[src/rtl/ring_seq_pkg.sv]
// Shared types and constants for the ring sequencer.
// Used by ring_sequencer and ring_seq_lap_cnt.
package ring_seq_pkg;

    typedef enum logic [1:0] {
        RING   = 2'd0,
        BOUNCE = 2'd1,
        HOLD   = 2'd2,
        RSVD   = 2'd3
    } mode_e;

    typedef enum logic {
        DIR_UP   = 1'b0,
        DIR_DOWN = 1'b1
    } dir_e;

    localparam int unsigned LAP_MAX = 255;

endpackage

[src/rtl/ring_seq_lap_cnt.sv]
// Saturating 8-bit lap counter for ring_sequencer.
// Only instantiated when RING_SEQ_LAP_CNT_EN is defined.
module ring_seq_lap_cnt
    import ring_seq_pkg::*;
(
    input  logic       clk,
    input  logic       reset,
    input  logic       clr,
    input  logic       inc,
    output logic [7:0] laps
);

    always_ff @(posedge clk) begin
        if (reset || clr) begin
            laps <= 8'd0;
        end else if (inc && (laps != 8'(LAP_MAX))) begin
            laps <= laps + 8'd1;
        end
    end

endmodule

[src/rtl/ring_sequencer.sv]
// One-hot ring/bounce/hold sequencer with binary position, wrap and done flags.
// Optional saturating lap counter output enabled by macro RING_SEQ_LAP_CNT_EN.
module ring_sequencer
    import ring_seq_pkg::*;
#(
    parameter int WIDTH     = 4,
    parameter int RESET_POS = 0
) (
    input  logic                     clk,
    input  logic                     reset,
    input  logic                     en,
    input  logic                     dir,
    input  logic [1:0]               mode,
    input  logic                     load,
    input  logic [$clog2(WIDTH)-1:0] load_pos,
    output logic [WIDTH-1:0]         q,
    output logic [$clog2(WIDTH)-1:0] pos,
    output logic                     wrap,
    output logic                     done,
    output logic                     cur_dir
`ifdef RING_SEQ_LAP_CNT_EN
    ,
    output logic [7:0]               laps
`endif
);

    localparam int PW = $clog2(WIDTH);
    localparam logic [PW-1:0] PMAX = PW'(WIDTH - 1);

    mode_e         mode_s;
    dir_e          dir_s;
    dir_e          dir_q;
    dir_e          dir_next;
    logic [PW-1:0] pos_next;
    logic [PW-1:0] pos_up;
    logic [PW-1:0] pos_dn;
    logic          at_top;
    logic          at_bot;
    logic          wrap_next;
    logic          done_next;

    assign mode_s  = mode_e'(mode);
    assign dir_s   = dir_e'(dir);
    assign cur_dir = dir_q;
    assign at_top  = (pos == PMAX);
    assign at_bot  = (pos == '0);
    assign pos_up  = pos + PW'(1);
    assign pos_dn  = pos - PW'(1);

    // NOTE: every output of this block is defaulted first so no path leaves a latch.
    always_comb begin
        pos_next  = pos;
        dir_next  = dir_q;
        done_next = done;
        wrap_next = 1'b0;
        if (load) begin
            pos_next  = (load_pos > PMAX) ? PMAX : load_pos;
            dir_next  = dir_s;
            done_next = 1'b0;
        end else begin
            if (mode_s != HOLD) done_next = 1'b0;
            if (en) begin
                unique case (mode_s)
                    BOUNCE: begin
                        if (dir_q == DIR_UP) begin
                            if (at_top) begin
                                pos_next  = PMAX - PW'(1);
                                dir_next  = DIR_DOWN;
                                wrap_next = 1'b1;
                            end else begin
                                pos_next = pos_up;
                            end
                        end else begin
                            if (at_bot) begin
                                pos_next  = PW'(1);
                                dir_next  = DIR_UP;
                                wrap_next = 1'b1;
                            end else begin
                                pos_next = pos_dn;
                            end
                        end
                        // With two positions every step is a reversal.
                        if (WIDTH == 2) wrap_next = 1'b1;
                    end
                    HOLD: begin
                        dir_next = dir_s;
                        if (dir_s == DIR_UP) begin
                            if (at_top) begin
                                done_next = 1'b1;
                            end else begin
                                pos_next  = pos_up;
                                done_next = (pos_up == PMAX);
                                wrap_next = (pos_up == PMAX);
                            end
                        end else begin
                            if (at_bot) begin
                                done_next = 1'b1;
                            end else begin
                                pos_next  = pos_dn;
                                done_next = (pos_dn == '0);
                                wrap_next = (pos_dn == '0);
                            end
                        end
                    end
                    default: begin
                        dir_next = dir_s;
                        if (dir_s == DIR_UP) begin
                            pos_next  = at_top ? '0 : pos_up;
                            wrap_next = at_top;
                        end else begin
                            pos_next  = at_bot ? PMAX : pos_dn;
                            wrap_next = at_bot;
                        end
                    end
                endcase
            end
        end
    end

    // NOTE: state registers use non-blocking assignments so all update together at the edge.
    always_ff @(posedge clk) begin
        if (reset) begin
            q     <= WIDTH'(1) << RESET_POS;
            pos   <= PW'(RESET_POS);
            wrap  <= 1'b0;
            done  <= 1'b0;
            dir_q <= DIR_UP;
        end else begin
            q     <= WIDTH'(1) << pos_next;
            pos   <= pos_next;
            wrap  <= wrap_next;
            done  <= done_next;
            dir_q <= dir_next;
        end
    end

`ifdef RING_SEQ_LAP_CNT_EN
    ring_seq_lap_cnt u_lap_cnt (
        .clk   (clk),
        .reset (reset),
        .clr   (load),
        .inc   (wrap_next),
        .laps  (laps)
    );
`endif

endmodule

[config.mk]
export PLATFORM = sky130hd
export DESIGN_NAME = ring_sequencer
export DESIGN_NICKNAME = d
export VERILOG_FILES = /design/src/rtl/ring_seq_pkg.sv /design/src/rtl/ring_seq_lap_cnt.sv /design/src/rtl/ring_sequencer.sv
export SDC_FILE = /design/constraint.sdc
export NUM_CORES = 1
export LEC_CHECK = 0
export BUFFER_PORTS_ARGS = -buffer_cell sky130_fd_sc_hd__buf_4
export CAP_MARGIN = 20
export CORE_MARGIN = 3
export CORE_UTILIZATION = 40
export CTS_BUF_LIST = sky130_fd_sc_hd__clkbuf_8
export CTS_CLUSTER_DIAMETER = 30
export DETAILED_ROUTE_END_ITERATION = 12
export GPL_ROUTABILITY_DRIVEN = 0
export GPL_TIMING_DRIVEN = 0
export PLACE_DENSITY_LB_ADDON = 0.05
export SLEW_MARGIN = 25
export SYNTH_ARGS = -nofsm -noshare
export SYNTH_HDL_FRONTEND = slang
export SYNTH_SLANG_ARGS = --single-unit
export TNS_END_PERCENT = 1
[constraint.sdc]
create_clock -name clk -period 2.18 [get_ports clk]
set_input_delay 0.654 -clock clk [delete_from_list [all_inputs] [get_ports clk]]
set_output_delay 0.654 -clock clk [all_outputs]
set_load 0.005 [all_outputs]
==> summary.md <==
| Metric | Value |
|---|---|
| Root Buffer Master | clkbuf_8 |
| Worst VDD drop | 409 uV |
| Top delay family on crit path | compound AO/OA/AOI/OAI gates |
| Largest fanout of any net on the critical path | 8 |
| Post-Syn Instances | between 70 and 80 |
| Maximum clock frequency | between 500 and 600 MHz |
| Per-instance average area after synthesis | 8.86 sq um |
| Total number of vias | 605 |
| Clock buffer count from CTS | 3 |
| Clock latency reported for the late side of the worst-skew pair | 0.23 ns |
| Pre-CTS setup slack | 0.0894 ns |
| Port Buffer Count | 16 |
| Slowest stage cell, crit path | dfxtp_1 |
| Worst relative slew slack | 75.1% |
| Int Power | 366 uW |
| Global-route wire length before repair | 2350 um |
| Cell area after synthesis | 656 sq um |
| Synthesized netlist net count | 91 |
| Fraction of power consumed by combinational cells | around a quarter |
| Setup Fix Bufs, Post-CTS | 0 |
| Worst Max-Slew Pin Slew | 0.374 ns |
| Share of the clock period used by the worst path after layout | 90.8% |
| EDFF count, synth | 0 |
| Net count, final | 112 |
| Clock sink total | 9 |
| Syn-to-layout area delta | 28.2% |
| Filler instances | between 100 and 150 |
| Top flip-flop cell by instance count after synthesis | dfxtp_1 |
| Top Ports | 18 |
| Initial Utilization | 46.3% |
| Count of inserted antenna diode cells | 0 |
| Flip-flop and latch count after synthesis | 9 |
| Reg clk slew, reported paths | 0.05 ns |
| Grt total ovfl | 0 |
| Number of hold-slack violations in the final timing report | 0 |
| Portion of total power attributed to sequential cells | 37.1% |
| Final antenna-violating net count | 0 |
| Run status | completed |
| Share of synthesized area occupied by flip-flops and latches | a little over a quarter |
| Biggest area contributors in the synthesized netlist | dfxtp_1, ha_1, a21oi_1 |
| Total power density per cell area | roughly 600 nW/um^2 |
| Share of synthesized registers carrying an async set or reset | 0% |
| Post-route setup TNS | 0 ns |
| Hold Slack | 0.504 ns |
| Area share of the largest cell type after synthesis | 27.5% |
| Largest area contributor in the netlist | dfxtp_1 |
| Drc violations | 0 |
| Core region area | 1420 sq um |
| Post-detailed-placement half-perimeter wirelength | 1050 um |
| H-tree depth | 1 |
| Number of antenna violations at the first check in global routing | 0 |
| TritonRoute pass-1 iters | 4 |
| WP data arrival | 2.16 ns |
| Die boundary width | 46.5 um |
| Setup repair after global routing missed its margin | no |
| Time the final worst path needs with I/O delays and setup | 1.98 ns |
| Critical path class | flip-flop to flip-flop |
| CTS Buffer Depth | 2 |
| Bufs and invs on worst path | 1 |
| Fraction of layout cells with a size suffix above 1 | 27.7% |
| Chip Height | roughly 46 um |
| CP Launch Type | flip-flop |
| Count of yosys warnings during synthesis | 0 |
| TritonCTS clock tree | done |
| Post-detailed-route wirelength per cell | 13.1 um |
| Via density per instance | between 5 and 6 |
| Clock power frac | 37.1% |
| CP max stage delay | 0.46 ns |
| Switching share of power | between 20% and 30% |
| Clk_skew | about 0.0028 ns |
| Die Outline Area | around 2200 sq um |
| Fin util | 59.4% |
| Sum of routed wire length over all layers | 1430 um |
| Worst min-delay path class | flip-flop to flip-flop |
| Count of endpoints failing setup in the final report | 0 |
| Synth unique cells | 29 |
| Critical path endpoint category | flip-flop |
| Initial DRC count | 18 |
| Pin count of the biggest net entering global routing | 11 |
| Overall routing resource usage | 15.6% |
| Standard-cell row count | 13 |
| CP required | approximately 2.4 ns |
| Max-cap viol count | 0 |
| NetSw | 143 uW |
| Number of global-route vias before repair | 514 |
| Critical path, cell by cell | inv_1 > ha_1 > nand2b_1 > o2bb2ai_1 > a221o_1 > a31oi_4 > o21ba_1 |
| Leakage power of the design | between 0.3 and 0.4 nW |
| Crit path setup slack, layout | 0.200 ns |
| Pins Over Slew Limit | 0 |
[flip-flops by register name (all words and copies together), names as in the netlist]
name / cells
pos: 2
cur_dir: 1
done: 1
q: 4
wrap: 1
[per-layer routing]
layer  vias up  share of wire (%)  GRT usage (%)  wire length [um]
li1        308                  -              -                 -
met1       280                 49           20.8               704
met2        17                 45           22.8               636
met3         0                5.9           7.03                84
met4         0                  0           3.41                 0
met5         -                  0              0                 0
[worst min-delay path, cell delays in order, from the launching register on]
cell and delay (ns):
dfxtp_1 0.32, a21oi_1 0.06, nor2_1 0.09
[cell usage after synthesis (2+ instances only)]
cell and instances:
o21ai_0 4, nor2_1 4, inv_1 6, a21oi_1 7
ha_1 8, mux2_2 2, a211oi_1 2, dfxtp_1 9
nor2b_1 3, nand2_1 5, nand2b_1 3, nor3_1 4
[repair_timing]
action,4_1_cts,5_1_grt
hold buffers,0,0
gates resized for setup,0,1
endpoints found under the setup margin,0,5
[power by group through the flow]
stage / clock (mW) / sequential (mW) / combinational, mW
after floorplan: 0 / 0.190 / 0.0830
final: 0.189 / 0.189 / 0.131
after global routing: 0.205 / 0.190 / 0.145
after detailed placement: 0 / 0.192 / 0.130
after CTS: 0.192 / 0.189 / 0.131
after global placement: 0 / 0.191 / 0.128
[logic make-up (layout without fill, tap and decap cells)]
| kind of cell | after synthesis | after routing | synth area share [%] |
|---|---|---|---|
| adder cells (fa/ha/maj) | 8 | 8 | 15.3 |
| buffers and inverters | 8 | 28 | 5.72 |
| multiplexers | 2 | 2 | 3.43 |
| XOR/XNOR | 1 | 1 | 1.34 |
| AO/OA/AOI/OAI | 25 | 25 | 30.3 |
| AND/OR/NAND/NOR | 21 | 21 | 16.4 |
| flip-flops | 9 | 9 | 27.5 |
[layout by cell type (no fill, tap or decap), types with 2 or more instances in the layout]
| master | netlist | routed |
|---|---|---|
| ha_1 | 8 | 8 |
| clkbuf_8 | 0 | 3 |
| mux2_2 | 2 | 2 |
| nor3_1 | 4 | 4 |
| nand2b_1 | 3 | 3 |
| a21oi_1 | 7 | 7 |
| buf_4 | 0 | 16 |
| dfxtp_1 | 9 | 8 |
| nor2_1 | 4 | 4 |
| nand2_1 | 5 | 5 |
| nor2b_1 | 3 | 3 |
| a211oi_1 | 2 | 2 |
| o21ai_0 | 4 | 4 |
| inv_1 | 6 | 7 |
[through the flow]
stage	power (mW)	instance area, sq um	std cells
floorplan	0.273	656	74
global placement	0.319	795	105
detailed placement	0.321	795	105
CTS	0.512	840	109
global route	0.541	841	109
finish	0.508	841	109
[final cells by class]
cell class / count / area (sq um) / share of cell area, %
clock buffer: 3 / 41.3 / 4.91
buffer: 2 / 15.0 / 1.79
sequential: 9 / 181 / 21.6
clock inverter: 1 / 3.75 / 0.446
multi-input combinational: 57 / 438 / 52.1
inverter: 6 / 22.5 / 2.68
timing repair buffer: 16 / 120 / 14.3
tap: 15 / 18.8 / 2.23
[path summary, 6_finish.rpt]
kind	start	endpoint	slack, ns	cells past startpoint
min reg2reg	done	done	0.50	2
max	pos[1]	q[2]	0.20	7
max reg2reg	pos[1]	q[2]	0.20	7
min	done	done	0.50	2
No activity file was read; power rests on OpenSTA's default activity.
